### src/rtl/mul_pkg.sv
// mul_pkg: shared width defaults and elaboration helpers for the
// sequential shift-and-add multiplier (mul, mul_step).
package mul_pkg;

    localparam int MUL_BW_CNT_DEF    = 2;
    localparam int MUL_BW_MCAND_DEF  = 3;
    localparam int MUL_BW_MPLIER_DEF = 4;

    // Smallest counter width n with 2^n > bw_mplier-1 (at least 1 bit).
    function automatic int mul_min_bw_cnt(input int bw_mplier);
        int n;
        n = 1;
        while ((1 << n) <= (bw_mplier - 1))
            n++;
        return n;
    endfunction

endpackage

### src/rtl/mul_step.sv
// mul_step: one combinational shift-and-add step of the multiplier.
// Ports: X (multiplicand), R (accumulator {hi,lo}), R_NXT (stepped R).
import mul_pkg::*;

module mul_step #(
    parameter int BW_MCAND  = MUL_BW_MCAND_DEF,
    parameter int BW_MPLIER = MUL_BW_MPLIER_DEF
) (
    input  logic [BW_MCAND-1:0]           X,
    input  logic [BW_MCAND+BW_MPLIER-1:0] R,
    output logic [BW_MCAND+BW_MPLIER-1:0] R_NXT
);

    localparam int BW_P = BW_MCAND + BW_MPLIER;

    logic [BW_MCAND:0] sum;

    // Add X into the high half when the current multiplier bit is set.
    always_comb begin
        sum = {1'b0, R[BW_P-1:BW_MPLIER]};
        if (R[0])
            sum = sum + {1'b0, X};
    end

    // Shift right by one: sum lands on top, consumed bit drops out.
    generate
        if (BW_MPLIER > 1) begin : g_shift
            assign R_NXT = {sum, R[BW_MPLIER-1:1]};
        end else begin : g_single
            assign R_NXT = sum;
        end
    endgenerate

endmodule

### src/rtl/mul.sv
// mul: sequential unsigned shift-and-add multiplier, one multiplier bit
// per clock, START/BUSY/CLR handshake. Optional build macro MUL_ADDEND_EN
// adds the ADDEND port and makes the block a multiply-add.
// Ports: RSTX, CLK, CLR, MCAND, MPLIER, [ADDEND], START, PROD, BUSY, DONE.
import mul_pkg::*;

module mul #(
    parameter int BW_CNT    = MUL_BW_CNT_DEF,
    parameter int BW_MCAND  = MUL_BW_MCAND_DEF,
    parameter int BW_MPLIER = MUL_BW_MPLIER_DEF
) (
    input  logic                          RSTX,
    input  logic                          CLK,
    input  logic                          CLR,
    input  logic [BW_MCAND-1:0]           MCAND,
    input  logic [BW_MPLIER-1:0]          MPLIER,
`ifdef MUL_ADDEND_EN
    input  logic [BW_MCAND-1:0]           ADDEND,
`endif
    input  logic                          START,
    output logic [BW_MCAND+BW_MPLIER-1:0] PROD,
    output logic                          BUSY,
    output logic                          DONE
);

    localparam int BW_P = BW_MCAND + BW_MPLIER;
    localparam logic [BW_CNT-1:0] CNT_LOAD = BW_CNT'(BW_MPLIER - 1);
    localparam logic [BW_CNT-1:0] CNT_ONE  = BW_CNT'(1);
    localparam logic              ONE_STEP = (BW_MPLIER == 1);

    generate
        if (BW_CNT < mul_min_bw_cnt(BW_MPLIER)) begin : g_bad_cnt
            $error("mul: BW_CNT too small for BW_MPLIER");
        end
    endgenerate

    logic [BW_CNT-1:0]   cnt;
    logic [BW_MCAND-1:0] mcand_r;
    logic [BW_P-1:0]     acc;
    logic                done_r;

    logic [BW_MCAND-1:0] step_x;
    logic [BW_P-1:0]     step_r;
    logic [BW_P-1:0]     step_nxt;
    logic [BW_P-1:0]     start_r;

`ifdef MUL_ADDEND_EN
    assign start_r = {ADDEND, MPLIER};
`else
    assign start_r = {{BW_MCAND{1'b0}}, MPLIER};
`endif

    // The START cycle performs the first step straight from the ports,
    // so the result is ready BW_MPLIER edges after START.
    assign step_x = START ? MCAND   : mcand_r;
    assign step_r = START ? start_r : acc;

    mul_step #(
        .BW_MCAND  (BW_MCAND),
        .BW_MPLIER (BW_MPLIER)
    ) u_step (
        .X     (step_x),
        .R     (step_r),
        .R_NXT (step_nxt)
    );

    always_ff @(posedge CLK or negedge RSTX) begin
        if (!RSTX) begin
            cnt     <= '0;
            mcand_r <= '0;
            acc     <= '0;
            done_r  <= 1'b0;
        end else if (CLR) begin
            cnt    <= '0;
            acc    <= '0;
            done_r <= 1'b0;
        end else if (START) begin
            acc     <= step_nxt;
            mcand_r <= MCAND;
            cnt     <= CNT_LOAD;
            done_r  <= ONE_STEP;
        end else if (cnt != '0) begin
            acc    <= step_nxt;
            cnt    <= cnt - CNT_ONE;
            done_r <= (cnt == CNT_ONE);
        end else begin
            done_r <= 1'b0;
        end
    end

    assign PROD = acc;
    assign BUSY = (cnt != '0);
    assign DONE = done_r;

endmodule

### config.mk
export PLATFORM = sky130hd
export DESIGN_NAME = mul
export DESIGN_NICKNAME = d
export VERILOG_FILES = /design/src/rtl/mul_pkg.sv /design/src/rtl/mul_step.sv /design/src/rtl/mul.sv
export SDC_FILE = /design/constraint.sdc
export NUM_CORES = 1
export LEC_CHECK = 0
export CAP_MARGIN = 20
export CORE_MARGIN = 3
export CORE_UTILIZATION = 47
export DETAILED_ROUTE_END_ITERATION = 6
export PLACE_DENSITY = 0.73
export SYNTH_ARGS = -nofsm -noshare
export SYNTH_HDL_FRONTEND = slang
export SYNTH_HIERARCHICAL = 1
export SYNTH_SLANG_ARGS = --single-unit
export TNS_END_PERCENT = 10
### constraint.sdc
create_clock -name CLK -period 2.23 [get_ports CLK]
set_input_delay 0.5575 -clock CLK [delete_from_list [all_inputs] [get_ports CLK]]
set_output_delay 0.5575 -clock CLK [all_outputs]
set_load 0.01 [all_outputs]
==> flow_metrics.tcl <==
set metrics [dict create \
    synth_compound_area_frac 0.0304 \
    clk_path_buf_depth 2 \
    die_width_um 47.8 \
    hp-class "reg -> reg" \
    grt_pass1_vias 611 \
    maxSlewHeadroom 0.604 \
    cts_tree "yes" \
    worstHoldStart "mcand_r[1]" \
    core.rowCount 14 \
    leakagePower_nw 0.531 \
    arrival_ps 2300 \
    start_util 0.521 \
    placed_cells 110 \
    setup_viol 0 \
    fillers 134 \
    cp-end-kind "flip-flop" \
    gr-total-overflow 0 \
    path_class "in -> reg" \
    max_freq_mhz 467 \
    post-route-period-util 0.961 \
    cts.sinks 13 \
    grt_max_degree 14 \
    synth_fa_ha_area_frac 0.100 \
    holdBufCountCts 0 \
    drtIter0Drc 9 \
    drv_cap 0 \
    crit_fanout 2 \
    status "finished clean" \
    post-route-min-period_ps 2140 \
    syn_inst 75 \
    yosys.cell_types.count 21 \
    gp_congestion 0.825 \
    power.density_nw_per_um2 543 \
    syn_area_um2 822 \
    viasPerCell 5.04 \
    tightest_slew_ps 593 \
    final_net_count 116 \
    final_cells 114 \
    core_region_area_um2 1580 \
    synthXorXnorAreaFrac 0.0213 \
    antenna_found_initial 0 \
    final_core_util 0.682 \
    drtAntennaViolNets 0 \
    ys_warn_count 6 \
    finalPower_mw 0.584 \
    firstDrtPassIters 4 \
    syn2layout_area_growth_pct 30.7 \
    die_h_um 47.8 \
    io_buffers 19 \
    reg2reg_from "PROD[4]" \
    worstHoldEndpoint "mcand_r[1]" \
    synth-seq-area-share 0.396 \
    drive_gt1_frac 0.224 \
    clockRootBuffer "clkbuf_4" \
    critical_path_required_ps 2390 \
    groute.usage.overall 0.164 \
    diodes 0 \
    rrSetupSlack_ps 420 \
    die_area_um2 2290 \
    synthMuxAreaShare 0.266 \
    grt_setup_unrepaired "no" \
    slew_violations 0 \
    synth_top_family_by_area "multiplexers" \
    skew_ps 3.11 \
    clkLatencyLatePin_ps 270 \
    postRouteWirelength_mm 1.54 \
    seq_area_um2 325 \
    clk_pin_slew_ps 80 \
    h-tree-depth 1 \
    cp-start-kind "input pin" \
    multiInputGateArea_um2 432 \
    r2r.worst_path.cells 8 \
    synth-seq-cells 13 \
    syn-mean-instance-area_um2 11.0 \
    reg2reg_to "PROD[5]" \
    hpwl_mm 1.18 \
    whs_path_depth 1 \
    drc 0 \
    synth_simple_gate_area_share 0.104 \
    hold_violations 0 \
    max-vdd-ir-drop_mv 0.385 \
    num_io_pins 20 \
    grt_pass1_wl_mm 2.56 \
    cts_made_buffers 3 \
    vias 575 \
    post_drt_wl_per_cell_um 13.5 \
    syn_nets 92 \
]
## power by group
part | switching [mW] | internal, mW | leakage (nW) | total (mW)
Sequential | 0.0125 | 0.257 | 0.168 | 0.269
Combinational | 0.0709 | 0.101 | 0.347 | 0.172
Clock | 0.0734 | 0.0691 | 0.0150 | 0.143
## cells by family (layout without fill, tap and decap cells)
logic type | after synthesis | in the layout
mux | 20 | 20
simple gates | 18 | 18
flops | 13 | 13
buf+inv | 12 | 35
fa+ha+maj | 6 | 6
compound gates | 4 | 4
xor+xnor | 2 | 2
## stage by stage
stage,TNS (ps),setup WS (ps),area [um^2],hold slack (ps)
final,0,87.5,1070,508
after global routing,0,38.8,1070,527
after CTS,0,42.6,1070,515
after detailed placement,-1190,-459,1040,496
after global placement,-944,-345,1040,493
after floorplan,0,88.9,822,262
## worst max-delay path by stage
stage | start | endpoint | slack [ps] | depth (start not counted)
6_report | MCAND[0] | PROD[5] | 90 | 9
5_1_grt | MCAND[0] | PROD[5] | 40 | 9
4_1_cts | MCAND[0] | PROD[5] | 40 | 9
3_5_place_dp | START | PROD[5] | -460 | 9
3_3_place_gp | START | PROD[5] | -350 | 9
2_1_floorplan | START | PROD[5] | 90 | 9
## registers in the layout, summed over array words and instances, names as in the netlist
name and count:
PROD 7, mcand_r 3, cnt 2, DONE 1
## what timing repair did
action	4_1_cts	5_1_grt
pin swaps	0	1
setup buffers	0	0
resized for setup	1	2
setup endpoints to repair	2	2
cloned	0	0
## area by class of cell
| type | instances | share of cell area |
|---|---|---|
| well taps | 16 | 0.0186 |
| inverters | 6 | 0.0210 |
| multi-input cells | 50 | 0.402 |
| clock buffers | 4 | 0.0244 |
| flip-flops and latches | 13 | 0.303 |
| repair buffers | 25 | 0.232 |
## synth_stat cells
cell | number | share of area
mux2_4 | 1 | 0.018
mux2i_1 | 8 | 0.097
o21ai_0 | 1 | 0.0061
fa_1 | 1 | 0.024
nor2b_1 | 3 | 0.023
xnor2_1 | 2 | 0.021
dfrtp_1 | 13 | 0.40
buf_6 | 1 | 0.014
nor3b_1 | 1 | 0.0091
ha_1 | 5 | 0.076
nand2_1 | 2 | 0.0091
nand2b_1 | 1 | 0.0076
o21ba_2 | 1 | 0.012
clkbuf_1 | 1 | 0.0046
mux2_2 | 10 | 0.14
buf_4 | 4 | 0.037
mux2_1 | 1 | 0.014
and2b_1 | 1 | 0.0091
nor2_1 | 10 | 0.046
a21oi_1 | 2 | 0.012
inv_1 | 6 | 0.027
## worst max-delay path: stages
cell and delay, ps:
clkdlybuf4s50_1 470, mux2_2 150, ha_1 160, inv_1 60
fa_2 330, xnor2_1 140, mux2_4 250, mux2i_1 130
nor2_1 50
## routing by layer
metal,part of all wire,wire length (um),vias up,GRT usage
li1,-,-,290,-
met5,0,0,-,0
met1,0.49,756,270,0.200
met3,0.037,57,2,0.0338
met4,0.0078,12,0,0.0914
met2,0.46,715,13,0.269
## placed cells by master, fill, tap and decap left out, drive strengths merged
master and instances:
clkdlybuf4s50 17, dfrtp 13, mux2 12, nor2 10, mux2i 8, inv 6
buf 6, ha 5, clkbuf 4, nor2b 3, xnor2 2, a21oi 2
nand2 2, nor3b 1, nand2b 1, and2b 1, o21ba 1, dlygate4sd2 1
dlymetal6s2s 1, o21ai 1, fa 1
Note: power is estimated with default switching activity, not from simulation.
